File: src/rtl/relay_pkg.sv
// Shared encodings for the relay framer: relay modes, FSM states, analog
// front-end modulation codes and the frame start nibbles.
package relay_pkg;

    typedef enum logic [2:0] {
        MODE_SNIFFER     = 3'd0,
        MODE_FAKE_READER = 3'd5,
        MODE_FAKE_TAG    = 3'd6
    } relay_mode_e;

    typedef enum logic {
        ST_LISTEN = 1'b0,
        ST_MOD    = 1'b1
    } relay_state_e;

    localparam logic [2:0] MOD_OFF        = 3'd0;
    localparam logic [2:0] MOD_TAG_LISTEN = 3'd1;
    localparam logic [2:0] MOD_TAG_MOD    = 3'd2;
    localparam logic [2:0] MOD_RDR_LISTEN = 3'd3;
    localparam logic [2:0] MOD_RDR_MOD    = 3'd4;

    localparam logic [3:0] START_READER = 4'hC;
    localparam logic [3:0] START_TAG    = 4'hF;

    // Front-end code for a mode/state pair; unknown modes behave as sniffer.
    function automatic logic [2:0] mod_code(input logic [2:0] mode, input logic in_mod);
        logic [2:0] code;
        code = MOD_OFF;
        if (mode == MODE_FAKE_READER) begin
            code = in_mod ? MOD_RDR_MOD : MOD_RDR_LISTEN;
        end else if (mode == MODE_FAKE_TAG) begin
            code = in_mod ? MOD_TAG_MOD : MOD_TAG_LISTEN;
        end
        return code;
    endfunction

endpackage

File: src/rtl/relay_sampler.sv
// Free-running sample divider and relay-bit shift buffer. The tick is
// combinational from the divider count so the framer acts in the same clk.
module relay_sampler #(
    parameter int DIV_LOG2  = 4,
    parameter int DIV_PHASE = 8,
    parameter int BUF_W     = 20
) (
    input  logic             clk,
    input  logic             reset,
    input  logic             shift_en,
    input  logic             flush,
    input  logic             data_in,
    output logic             tick,
    output logic [BUF_W-1:0] shift_buf
);

    logic [DIV_LOG2-1:0] div_q;

    always_ff @(posedge clk or negedge reset) begin
        if (!reset) begin
            div_q <= '0;
        end else begin
            div_q <= div_q + 1'b1;
        end
    end

    assign tick = (div_q == DIV_LOG2'(DIV_PHASE));

    // A mode change flush outranks a coincident sample.
    always_ff @(posedge clk or negedge reset) begin
        if (!reset) begin
            shift_buf <= '0;
        end else if (flush) begin
            shift_buf <= '0;
        end else if (tick && shift_en) begin
            shift_buf <= {shift_buf[BUF_W-2:0], data_in};
        end
    end

endmodule

File: src/rtl/relay_framer.sv
// Relay framer: detects reader/tag frame start and end in the sampled relay
// stream, assembles bytes, counts frame length and flags overlong frames.
module relay_framer
    import relay_pkg::*;
#(
    parameter int DIV_LOG2       = 4,
    parameter int DIV_PHASE      = 8,
    parameter int BUF_W          = 20,
    parameter int RDR_END_LEN    = 20,
    parameter int TAG_END_LEN    = 12,
    parameter int MAX_FRAME_BITS = 4096
) (
    input  logic        clk,
    input  logic        reset,
    input  logic [2:0]  mode,
    input  logic        data_in_decoded,
    input  logic        err_clr,
    output logic [2:0]  mod_type,
    output logic        data_out,
    output logic        tx_gate,
    output logic [7:0]  rx_byte,
    output logic        rx_byte_valid,
    output logic [15:0] frame_bits,
    output logic        timeout_err
);

    logic             tick;
    logic [BUF_W-1:0] shift_buf_q;
    logic [BUF_W-1:0] buf_post;
    logic             unused_msb;
    logic [2:0]       mode_q;
    logic             mode_changed;
    logic             is_reader;
    logic             is_tag;
    logic             active;

    relay_state_e state_q, state_d;
    logic [2:0]   bit_cnt_q, bit_cnt_d, bit_inc;
    logic [15:0]  frame_bits_q, frame_bits_d, frame_inc;
    logic [7:0]   rx_byte_q, rx_byte_d;
    logic         valid_q, valid_d;
    logic         err_q, err_d, err_set;
    logic [2:0]   mod_type_q, mod_type_d;
    logic         start_hit, rdr_end, tag_end, end_hit;

    assign is_reader    = (mode == MODE_FAKE_READER);
    assign is_tag       = (mode == MODE_FAKE_TAG);
    assign active       = is_reader || is_tag;
    assign mode_changed = (mode != mode_q);

    relay_sampler #(
        .DIV_LOG2 (DIV_LOG2),
        .DIV_PHASE(DIV_PHASE),
        .BUF_W    (BUF_W)
    ) u_sampler (
        .clk      (clk),
        .reset    (reset),
        .shift_en (active),
        .flush    (mode_changed),
        .data_in  (data_in_decoded),
        .tick     (tick),
        .shift_buf(shift_buf_q)
    );

    // Frame decisions look at the buffer as it will be after this tick's shift.
    assign buf_post   = {shift_buf_q[BUF_W-2:0], data_in_decoded};
    assign unused_msb = shift_buf_q[BUF_W-1];

    assign bit_inc   = bit_cnt_q + 3'd1;
    assign frame_inc = (frame_bits_q == 16'hFFFF) ? frame_bits_q : frame_bits_q + 16'd1;

    assign start_hit = (buf_post[3:0] == (is_reader ? START_READER : START_TAG))
                    && (buf_post[BUF_W-1:4] == '0);
    assign rdr_end   = (buf_post[RDR_END_LEN-1:0] == '0)
                    || ((buf_post[RDR_END_LEN-1 -: 4] == START_READER)
                        && (buf_post[RDR_END_LEN-5:0] == '0));
    assign tag_end   = (buf_post[TAG_END_LEN-1:0] == '0);
    assign end_hit   = (bit_inc == 3'd0) && (is_reader ? rdr_end : tag_end);

    always_comb begin
        state_d      = state_q;
        bit_cnt_d    = bit_cnt_q;
        frame_bits_d = frame_bits_q;
        rx_byte_d    = rx_byte_q;
        valid_d      = 1'b0;
        err_set      = 1'b0;

        if (mode_changed) begin
            state_d      = ST_LISTEN;
            bit_cnt_d    = 3'd0;
            frame_bits_d = 16'd0;
        end else if (!active) begin
            state_d = ST_LISTEN;
        end else if (tick) begin
            bit_cnt_d = bit_inc;
            if (state_q == ST_LISTEN) begin
                if (start_hit) begin
                    state_d      = ST_MOD;
                    bit_cnt_d    = 3'd0;
                    frame_bits_d = 16'd0;
                end
            end else begin
                frame_bits_d = frame_inc;
                if (bit_inc == 3'd0) begin
                    rx_byte_d = buf_post[7:0];
                    valid_d   = 1'b1;
                end
                // A genuine end on the limit tick is not a timeout.
                if (end_hit) begin
                    state_d = ST_LISTEN;
                end else if (int'(frame_inc) >= MAX_FRAME_BITS) begin
                    state_d = ST_LISTEN;
                    err_set = 1'b1;
                end
            end
        end

        err_d      = err_set ? 1'b1 : (err_clr ? 1'b0 : err_q);
        mod_type_d = mod_code(mode, state_d == ST_MOD);
    end

    always_ff @(posedge clk or negedge reset) begin
        if (!reset) begin
            state_q <= ST_LISTEN;
        end else begin
            state_q <= state_d;
        end
    end

    always_ff @(posedge clk or negedge reset) begin
        if (!reset) begin
            mode_q       <= MODE_SNIFFER;
            bit_cnt_q    <= 3'd0;
            frame_bits_q <= 16'd0;
            rx_byte_q    <= 8'd0;
            valid_q      <= 1'b0;
            err_q        <= 1'b0;
            mod_type_q   <= MOD_OFF;
        end else begin
            mode_q       <= mode;
            bit_cnt_q    <= bit_cnt_d;
            frame_bits_q <= frame_bits_d;
            rx_byte_q    <= rx_byte_d;
            valid_q      <= valid_d;
            err_q        <= err_d;
            mod_type_q   <= mod_type_d;
        end
    end

    assign mod_type      = mod_type_q;
    assign data_out      = shift_buf_q[3];
    assign tx_gate       = (state_q == ST_LISTEN);
    assign rx_byte       = rx_byte_q;
    assign rx_byte_valid = valid_q;
    assign frame_bits    = frame_bits_q;
    assign timeout_err   = err_q;

endmodule

File: config.mk
export PLATFORM = sky130hd
export DESIGN_NAME = relay_framer
export DESIGN_NICKNAME = d
export VERILOG_FILES = /design/src/rtl/relay_pkg.sv /design/src/rtl/relay_sampler.sv /design/src/rtl/relay_framer.sv
export SDC_FILE = /design/constraint.sdc
export NUM_CORES = 1
export LEC_CHECK = 0
export CAP_MARGIN = 20
export CORE_ASPECT_RATIO = 1.1
export CORE_MARGIN = 2
export CORE_UTILIZATION = 55
export DETAILED_ROUTE_END_ITERATION = 8
export HOLD_SLACK_MARGIN = 0.12
export PLACE_DENSITY = 0.79
export REMOVE_ABC_BUFFERS = 1
export SYNTH_ARGS = -nofsm -noshare
export SYNTH_HDL_FRONTEND = slang
export SYNTH_HIERARCHICAL = 1
export SYNTH_SLANG_ARGS = --single-unit
export TNS_END_PERCENT = 5
File: constraint.sdc
create_clock -name clk -period 2.6 [get_ports clk]
set_input_delay 0.39 -clock clk [delete_from_list [all_inputs] [get_ports clk]]
set_output_delay 0.39 -clock clk [all_outputs]
set_load 0.005 [all_outputs]
==> results.toml <==
[status]
status = "completed"

[placement]
io_buffers = 37
placed_cell_area_sq_um = 3380
gp_congestion = 0.817
hpwlAfterDp_um = 4240

[cts]
clock_latency_ps = 340
cts-hold-fix-buffers = 1
cts_sinks = 59
cts_setup_buffers = 0
cts_tree = "yes"
cts_made_buffers = 9
clkTransAtPathRegs_ps = 60
cts_resized = 0
htreeDepth = 3
cts_root_buf = "clkbuf_8"
cts.path.max_buffers = 2

[global_routing]
grt_usage_pct = 22.8
grt-ovfl-total = 0
grt_pass1_wl_um = 10300
grt_pass1_vias = 2291
antenna_found_initial = 0
grt_max_degree = 32

[sta]
min_period_over_period_pct = 88.9
skew_ps = 8.27
max_slew_margin_pct = 54.8
slew_viol_final = 0
setup_viol = 0
fmax_mhz = 433
period_needed_ps = 2310
rsz0062_at_grt = "false"
holdWs_ps = 488
fin_tns_setup_ps = 0
worst_pin_slew_ps = 678
hold_viol = 0

[critical_path]
crit_type = "reg -> reg"
worstPathArrival_ps = 2570
start_kind = "register"
cp_data_required_time_ps = 2860
crit_fanout = 6
cp-end-kind = "register"

[drt]
totalWireLength_um = 6110
vias_per_cell = 6.02
wl_per_cell_um = 16.1
drt-initial-drc-count = 198
dr.pass1.iters = 5
antenna_left = 0
drcViolationCount = 0
num_vias = 2283

[job]
drv_cap = 0

[synthesis]
ys_warn_count = 6
syn_area_sq_um = 2940
syn_area_per_cell_sq_um = 10.8
syn_inst = 272

[floorplanning]
initial_utilization_pct = 57.9
io_pins = 38
die_w_um = 73.7
die_area_sq_um = 5940
row_count = 27
die_h_um = 80.6
fp.coreArea_sq_um = 5070

[layout]
stdcell_area_sq_um = 3550
final_layout_size_suffix_gt1_share_pct = 10.6
area_growth_pct = 20.8
fin_nets = 329
diodes = 0

[pwr]
ir_worst_vdd_mv = 0.529
p_leak_nw = 1.56
p_per_area_nw_per_um2 = 484

[hold_path]
hp-class = "reg -> reg"
==> worst max-delay path, cell delays in order, from the launching register on <==
cell and delay (ps):
dfrtp_1 440, ha_1 270, nand4_1 260, nor4_4 420, nand3_2 140, a211o_1 360
a21bo_1 220, a21boi_2 130
==> cell type report <==
class	instances	area, sq um
fill	389	1520
inverter	8	30.0
timing repair buffer	43	438
multi-input combinational	196	1370
sequential	59	1480
clock inverter	3	15.0
tap	58	72.6
clock buffer	12	145
==> sequential cells by signal (all words and copies together) (netlist names) <==
signal,cells
u_sampler/div_q,4
timeout_err,1
bit_cnt_q,3
state_q,1
rx_byte,8
rx_byte_valid,1
mod_type,3
frame_bits,16
u_sampler/shift_buf,19
mode_q,3
==> cell usage in the layout, fill, tap and decap left out, types with 2 or more instances in the layout <==
cell,count
dfrtp_1,59
clkdlybuf4s50_1,36
nand2b_1,22
o21ai_0,22
mux2i_1,20
nand2_1,13
nand3_1,11
nor2_1,11
a21oi_1,10
clkbuf_8,10
mux2_2,9
inv_1,8
nand4_1,7
and3_1,6
a31oi_1,6
xnor2_1,5
nor4_1,5
ha_1,5
nor2b_1,3
nor4bb_1,3
a22o_1,3
or3_1,3
clkinv_2,3
buf_4,3
o21a_1,2
and2_1,2
a41oi_1,2
o211a_1,2
nand3_2,2
nor3_1,2
o31ai_1,2
o41ai_1,2
clkbuf_1,2
buf_12,2
==> through the flow <==
| stage | total power [W] | std cells | setup WS [ps] | utilization, % |
|---|---|---|---|---|
| final | 0.00172 | 379 | 289 | 70.0 |
| after floorplan | 0.000977 | 263 | 582 | - |
| after global routing | 0.00178 | 379 | 93.0 | 70.0 |
| after CTS | 0.00173 | 379 | 306 | 70.0 |
| after global placement | 0.00102 | 363 | 283 | 66.6 |
| after detailed placement | 0.00103 | 363 | 134 | 66.6 |
==> where the power goes <==
part	switching [W]	internal (W)
clock network	0.000344	0.000362
logic	0.0000500	0.0000348
registers	0.00000241	0.000922
==> metal layers <==
layer	vias up	part of all wire, %	track usage (%)
met5	-	0	0
met4	0	1.3	9.64
met3	7	3.7	5.65
met2	63	52	37.3
met1	1124	43	28.3
li1	1089	-	-
==> path summary, 6_finish.rpt <==
path,from,endpoint,slack (ps),depth (start not counted)
min reg2reg,u_sampler/div_q[0]$_DFF_PN0_,u_sampler/div_q[0]$_DFF_PN0_,490,1
max,frame_bits[0]$_DFFE_PN0P_,mod_type[1]$_DFF_PN0_,290,7
max reg2reg,frame_bits[0]$_DFFE_PN0P_,mod_type[1]$_DFF_PN0_,290,7
max in group asynchronous,reset,u_sampler/shift_buf[14]$_DFFE_PN0P_,1370,3
min in group asynchronous,reset,state_q$_DFF_PN0_,630,2
min,u_sampler/div_q[0]$_DFF_PN0_,u_sampler/div_q[0]$_DFF_PN0_,490,1
Note: power is estimated with default switching activity, not from simulation.
